$ cat config.mk
export PLATFORM = sky130hd
export DESIGN_NAME = window_5x5_gen
export DESIGN_NICKNAME = d
export VERILOG_FILES = /design/src/rtl/window_5x5_gen.sv
export SDC_FILE = /design/constraint.sdc
export NUM_CORES = 2
export LEC_CHECK = 0
export ABC_AREA = 1
export BUFFER_PORTS_ARGS = -buffer_cell sky130_fd_sc_hd__buf_4
export CAP_MARGIN = 5
export CORE_MARGIN = 4
export CORE_UTILIZATION = 45
export CTS_CLUSTER_SIZE = 12
export DETAILED_ROUTE_END_ITERATION = 10
export PLACE_DENSITY_LB_ADDON = 0.1
export SLEW_MARGIN = 20
export SYNTH_ARGS = -nofsm -noshare
export SYNTH_HDL_FRONTEND = slang
export SYNTH_SLANG_ARGS = --single-unit
$ cat constraint.sdc
create_clock -name clk -period 7.13 [get_ports clk]
set_input_delay 0.3565 -clock clk [delete_from_list [all_inputs] [get_ports clk]]
set_output_delay 0.3565 -clock clk [all_outputs]
set_load 0.02 [all_outputs]
$ cat src/rtl/window_5x5_gen.sv
// Builds a 5x5 pixel neighbourhood from a raster-order 8-bit stream using four
// line buffers and a shifting window; emits one window per interior centre pixel.
module window_5x5_gen #(
    parameter int IMG_WIDTH  = 64,
    parameter int IMG_HEIGHT = 64,
    parameter int COORD_W    = 8
) (
    input  logic               clk,
    input  logic               rst_n,
    input  logic [7:0]         pix_in,
    input  logic               pix_valid,
    input  logic               pix_sof,
    output logic               pix_ready,
    output logic [199:0]       window_out,
    output logic               win_valid,
    input  logic               win_ready,
    output logic [COORD_W-1:0] win_row,
    output logic [COORD_W-1:0] win_col,
    output logic               win_last
);

    localparam int AW = (IMG_WIDTH > 1) ? $clog2(IMG_WIDTH) : 1;
    localparam logic [COORD_W-1:0] LAST_COL = COORD_W'(IMG_WIDTH - 1);
    localparam logic [COORD_W-1:0] LAST_ROW = COORD_W'(IMG_HEIGHT - 1);
    localparam logic [COORD_W-1:0] FOUR     = COORD_W'(4);
    localparam logic [COORD_W-1:0] TWO      = COORD_W'(2);

    logic               ready_q;
    logic [COORD_W-1:0] row_q, row_d, col_q, col_d;
    logic [COORD_W-1:0] pos_row, pos_col;
    logic [COORD_W-1:0] win_row_q, win_row_d, win_col_q, win_col_d;
    logic               win_valid_q, win_valid_d;
    logic               win_last_q, win_last_d;
    logic [199:0]       window_q, window_d;
    logic [AW-1:0]      lb_idx;
    logic [7:0]         col_pix [0:4];
    logic               accept, emit;

    // Line buffer contents are never reset; row gating keeps stale lines out of windows.
    logic [7:0] lb [0:3][0:IMG_WIDTH-1];

    assign pix_ready  = ready_q && (!win_valid_q || win_ready);
    assign accept     = pix_valid && pix_ready;
    assign pos_row    = pix_sof ? '0 : row_q;
    assign pos_col    = pix_sof ? '0 : col_q;
    assign lb_idx     = pos_col[AW-1:0];
    assign emit       = accept && (pos_row >= FOUR) && (pos_col >= FOUR);

    assign window_out = window_q;
    assign win_valid  = win_valid_q;
    assign win_row    = win_row_q;
    assign win_col    = win_col_q;
    assign win_last   = win_last_q;

    generate
        for (genvar gi = 0; gi < 4; gi++) begin : g_col_pix
            assign col_pix[gi] = lb[gi][lb_idx];
        end
    endgenerate
    assign col_pix[4] = pix_in;

    always_ff @(posedge clk) begin
        if (accept) begin
            lb[0][lb_idx] <= lb[1][lb_idx];
            lb[1][lb_idx] <= lb[2][lb_idx];
            lb[2][lb_idx] <= lb[3][lb_idx];
            lb[3][lb_idx] <= pix_in;
        end
    end

    always_comb begin
        window_d = window_q;
        if (accept) begin
            for (int r = 0; r < 5; r++) begin
                for (int c = 0; c < 4; c++) begin
                    window_d[40*r + 8*c +: 8] = window_q[40*r + 8*(c+1) +: 8];
                end
                window_d[40*r + 32 +: 8] = col_pix[r];
            end
        end
    end

    always_comb begin
        row_d = row_q;
        col_d = col_q;
        if (accept) begin
            if (pos_col == LAST_COL) begin
                col_d = '0;
                row_d = (pos_row == LAST_ROW) ? '0 : pos_row + 1'b1;
            end else begin
                col_d = pos_col + 1'b1;
                row_d = pos_row;
            end
        end
    end

    always_comb begin
        win_valid_d = win_valid_q;
        win_row_d   = win_row_q;
        win_col_d   = win_col_q;
        win_last_d  = win_last_q;
        if (emit) begin
            win_valid_d = 1'b1;
            win_row_d   = pos_row - TWO;
            win_col_d   = pos_col - TWO;
            win_last_d  = (pos_row == LAST_ROW) && (pos_col == LAST_COL);
        end else if (win_ready) begin
            win_valid_d = 1'b0;
        end
    end

    always_ff @(posedge clk or negedge rst_n) begin
        if (!rst_n) begin
            ready_q     <= 1'b0;
            row_q       <= '0;
            col_q       <= '0;
            window_q    <= '0;
            win_valid_q <= 1'b0;
            win_row_q   <= '0;
            win_col_q   <= '0;
            win_last_q  <= 1'b0;
        end else begin
            ready_q     <= 1'b1;
            row_q       <= row_d;
            col_q       <= col_d;
            window_q    <= window_d;
            win_valid_q <= win_valid_d;
            win_row_q   <= win_row_d;
            win_col_q   <= win_col_d;
            win_last_q  <= win_last_d;
        end
    end

endmodule

Word level (Yosys, flattened, before mapping)
Memory sizes are Yosys's and may differ from the RTL's.
Cells that the tools add are included.
{"block": "word_totals", "ff_bits": 235, "ramBits": 2048, "inputBits": 13, "elab_cells": 52, "memories": 1}
{"block": "op_classes", "add_sub_neg": 4, "magnitude_cmp": 4, "eq_ne": 2, "muxes": 23, "n_bitwise": 1, "n_reduce_logical": 9}
{"name": "lb", "words": 4, "width": 512, "read_ports": 4, "rd_ports_with_merged_regs": 0, "wr": 4, "line": "40", "rtl": "logic [7:0] lb [0:3][0:IMG_WIDTH-1];"}
{"operator": "2-to-1 mux 512 bit", "count": 1}
{"operator": "binary-select mux 8 bit (select 6 bit)", "count": 4}
{"operator": "2-to-1 mux 8 bit", "count": 14}
{"operator": "demux 8 bit (select 6 bit)", "count": 1}
{"operator": "adder 8 x 1 -> 8 bit, second input constant", "count": 2}
{"operator": "equality test 8 x 6 -> 1 bit, second input constant", "count": 2}
{"operator": "greater-or-equal comparator 8 x 3 -> 1 bit, second input constant", "count": 2}
{"operator": "subtractor 8 x 2 -> 8 bit, second input constant", "count": 2}
{"operator": "greater-or-equal comparator 7 bit, second input constant", "count": 1}
{"operator": "< comparator 7 x 1 -> 1 bit, second input constant", "count": 1}
{"operator": "NOT 6 -> 7 bit", "count": 1}
{"operator": "logical AND 1 bit", "count": 6}
{"operator": "2-to-1 mux 1 bit", "count": 3}
{"operator": "nonzero test 2 bit", "count": 1}
{"operator": "logical NOT 1 bit", "count": 1}
{"operator": "logical OR 1 bit", "count": 1}

Logic depth before layout (Yosys ltp)
{"block": "logic_depth", "ltp_word": 7, "mapped_depth": 17, "ltp_nobuf": 13}

Worst setup path after synthesis
OpenSTA, ideal clock, no wires.
{"block": "synth_path", "path_kind": "input -> register", "from": "input pix_sof", "to": "memory lb[0][0] (netlist name), enable pin", "setup_time_ns": 0.421, "t_arrival_ns": 3.113, "setup_slack_ns": 3.596, "path_stages": 9, "n_path_buf": 3, "cell_sequence": "buf_2 > nor2_1 > buf_2 > buf_1 > ha_1 > nand2_1 > inv_1 > nand2_1 > nor2_1"}
{"item": "start, declared", "line": "12", "rtl": "input logic pix_sof,"}
{"item": "end, declared", "line": "40"}

==> run summary <==
Synthesis inferred 2283 register bits. The number of clock buffers added by TritonCTS is 237. STA puts the critical path data required time at 7.67 ns.

Initial antenna violation count: 18. The tightest min-delay check is of the input port to async pin type. The post-detailed-route wirelength per cell was 24.0 um. The core region area was 215000 um^2; the instance count after placement with tap cells included was 12300.

Maximum buffer depth of the clock tree: 3. The average instance area after synthesis is 10.2 um^2, and the highest clock rate is 0.192 GHz. Setup slack on the worst reg-to-reg path comes out at 1.91 ns. The routed via count divided by cell count was 5.30. The net count after synthesis came out at 9539. The commonest cells after synthesis are nand2_1 (2591), edfxtp_1 (2048), inv_1 (1561). The kind of capture point of the worst setup path is a flip-flop. The area share of the largest cell type after synthesis works out to 63.2%. The flow ran to the end, and the final reports show no timing, DRC or antenna violations. Synthesis produced 9515 cells.

Input and output buffers added on the ports amount to 231. At the end of the flow, the number of nets in the layout was 9745. The number of setup violations in the final report was 0. For the final routed database, the setup TNS stands at 0 ns. The highest fanout seen on the critical path is 74, and the power per standard cell area is 314 nW/um^2.

Summed over all cells, the static leakage comes to 47.2 nW. Once layout is complete, the utilization of the core stands at 51.4%. The run gives 0 as the count of final hold-check violations.

The root cell of the clock tree was clkbuf_16. The logs give 0 for the number of maximum-capacitance violations and 307000 um for the routed wire length. In the synthesized netlist the dominant register cell turns out to be edfxtp_1. The logs give 34.6 mW for the total power consumption of the routed design and 2283 for the count of clock tree sinks. The cell area that synthesis handed to floorplanning was 97200 um^2. Fill cells in the final layout number 19300.

Endpoint of the worst-slack reg-to-reg timing path: lb[2][53]. After floorplanning, the core was divided into 170 placement rows. In this run, synthesis inferred 2048 flip-flops with an integrated enable. The largest net degree at the start of global routing was 157; the sum of overflow across all layers after global routing was 0.

The area added between synthesis and finish was 13.5%; the initial standard-cell utilization of the core was 45.3%. For the pin with the worst max-slew slack, the measured transition is 1.15 ns. Detailed routing inserted a total of 67600 vias. The run gives 23.3% as the relative slew slack.

By area the synthesized netlist is led by edfxtp_1 (63%), nand2_1 (10%), dfrtp_1 (6.0%), nand3_1 (6.0%), inv_1 (6.0%). The die is 473 um wide. Dominant cell by count in the synthesized netlist: nand2_1. The clock-pin slew of the registers on the worst-case setup and hold paths is 0.06 ns, and the total setup buffers inserted after CTS is 0. At the worst endpoint, the arrival time is 5.75 ns.

The final critical path takes up 73.1% of the cycle. At the later pin of the worst-skew pair, clock insertion delay measures 0.89 ns. The detailed-router iteration count before antenna repair is 6. For this run, the register share of the synthesized area comes to 69.3%. The largest total area in the synthesized netlist belongs to edfxtp_1. IR analysis of the VDD net gives a maximum drop of 0.000270 V. The remaining antenna violation count after routing came out at 0. The proportion of register bits with asynchronous set or reset after synthesis is 10.3%. Number of global-route vias before repair: 63800.

Yosys printed 0 warnings. STA classifies the critical path startpoint as a flip-flop. The remaining routing DRC violations was 0.

The die is 473 um tall. Category of the most critical setup path: flip-flop to flip-flop. The filler-free cell count of the finished design was 12800; the global router's overall resource usage was 27.1%. TritonCTS built the clock tree. The startpoint identified for the worst register-to-register timing path is col_q[0].

Setup repair after global routing left no endpoint under its margin. In this run, the number of DRC markers left after iteration 0 of detailed routing was 7386. 232 I/O pins were placed. The die covers 224000 um^2. The tools report the global-route wire length before repair as 446000 um.

The distinct cell type count after synthesis is 32, and the detailed placer's ending HPWL is 173000 um. Number of H-tree branching levels: 4. Routability-driven placement finished with a final weighted congestion of 0.896.

In the final layout, the share of cells above drive strength 1 is 8.30%. Measured in cells, the most critical reg-to-reg path has a length of 13. The post-route clock skew was 0.0442 ns.

The routed design could run at a clock period as short as 5.22 ns. The final count of pins violating max slew is 0.
==> state kept, by name, summed over array words and instances, names as in the netlist, 8 cells and up <==
name        count
win_col         8
window_out    200
lb           2048
win_row         8
col_q           8
row_q           8
==> where the power goes <==
group	total, mW	internal, mW	switching, mW
registers	16.5	16.1	0.354
clock network	11.6	6.47	5.13
logic	6.52	1.58	4.94
==> worst max-delay path, stage by stage, from the launching register on <==
cell and delay, ns:
dfrtp_4 0.87, inv_8 0.34, nor2_4 0.72, buf_12 0.37, buf_12 0.33, o21ai_0 0.13
nand2_1 0.10, nand2_1 0.06, nand2_1 0.10, inv_1 0.04, nand2_1 0.08, nand2_1 0.49
nand4_1 0.24, buf_4 0.69
==> final cells by class <==
| type | instances | area, um^2 | area share [%] |
|---|---|---|---|
| diodes | 10 | 25.0 | 0.0227 |
| clock buffers | 325 | 6470 | 5.86 |
| clock inverters | 104 | 697 | 0.632 |
| inverters | 1573 | 5930 | 5.38 |
| multi-input cells | 5173 | 22500 | 20.4 |
| flip-flops and latches | 2283 | 67400 | 61.1 |
| well taps | 2838 | 3550 | 3.22 |
| repair buffers | 453 | 3840 | 3.48 |
==> how the worst max path moves through the flow <==
| stage | cells past startpoint | startpoint | slack, ns | endpoint |
|---|---|---|---|---|
| final | 13 | col_q[0] | 1.91 | lb[2][53] |
| after global routing | 14 | col_q[0] | 1.68 | lb[0][148] |
| after CTS | 13 | col_q[0] | 1.94 | lb[2][53] |
| after detailed placement | 13 | pix_sof | 1.97 | lb[2][29] |
| after global placement | 15 | col_q[0] | 1.80 | window_out[152] |
| after floorplan | 9 | pix_sof | 3.60 | lb[0][0] |
==> through the flow <==
stage	area, um^2	setup slack (ns)	hold slack (ns)
5_1_grt	110000	1.68	0.105
3_5_place_dp	103000	1.97	0.395
2_1_floorplan	97200	3.60	0.0609
4_1_cts	110000	1.94	0.0349
3_3_place_gp	103000	1.80	0.387
6_report	110000	1.91	0.0798
==> cells by family after synthesis <==
| group | count (synthesis) | synth area share [%] |
|---|---|---|
| buffers and inverters | 2059 | 8.20 |
| xor gates and xnor gates | 13 | 0.117 |
| other | 1 | 0.00386 |
| AOI/OAI and AO/OA | 562 | 2.92 |
| and+or+nand+nor | 4586 | 19.3 |
| DFF | 2283 | 69.3 |
| adders and majority gates | 11 | 0.142 |
==> timing repair <==
action / CTS / global route
gates resized for setup: 0 / 0
hold buffers: 12 / 0
endpoints found under the hold margin: 187 / 0
==> routing by layer <==
metal	GRT usage (%)	part of all wire [%]	up-vias
li1	-	-	31200
met1	38.6	43	33000
met2	42.7	46	2932
met3	4.34	8.3	492
met4	8.89	3.4	6
met5	0	0.015	-
==> placed cells by master, fill, tap and decap left out, types with 12 or more instances in the layout <==
master | Yosys | layout
inv_1 | 1561 | 1560
nand3_1 | 1174 | 1174
o21ai_1 | 79 | 76
dlygate4sd3_1 | 0 | 12
buf_4 | 2 | 406
clkbuf_8 | 0 | 12
nor2_4 | 2 | 72
clkinv_1 | 7 | 70
buf_12 | 0 | 30
edfxtp_1 | 2048 | 2048
clkbuf_16 | 0 | 241
clkinv_2 | 0 | 23
a21oi_1 | 19 | 19
xor2_1 | 12 | 12
nor2_1 | 779 | 710
o21ai_0 | 452 | 452
dfrtp_1 | 235 | 234
nand4_1 | 26 | 26
nand2_1 | 2591 | 2589
clkbuf_1 | 236 | 72
Note: power is estimated with default switching activity, not from simulation.
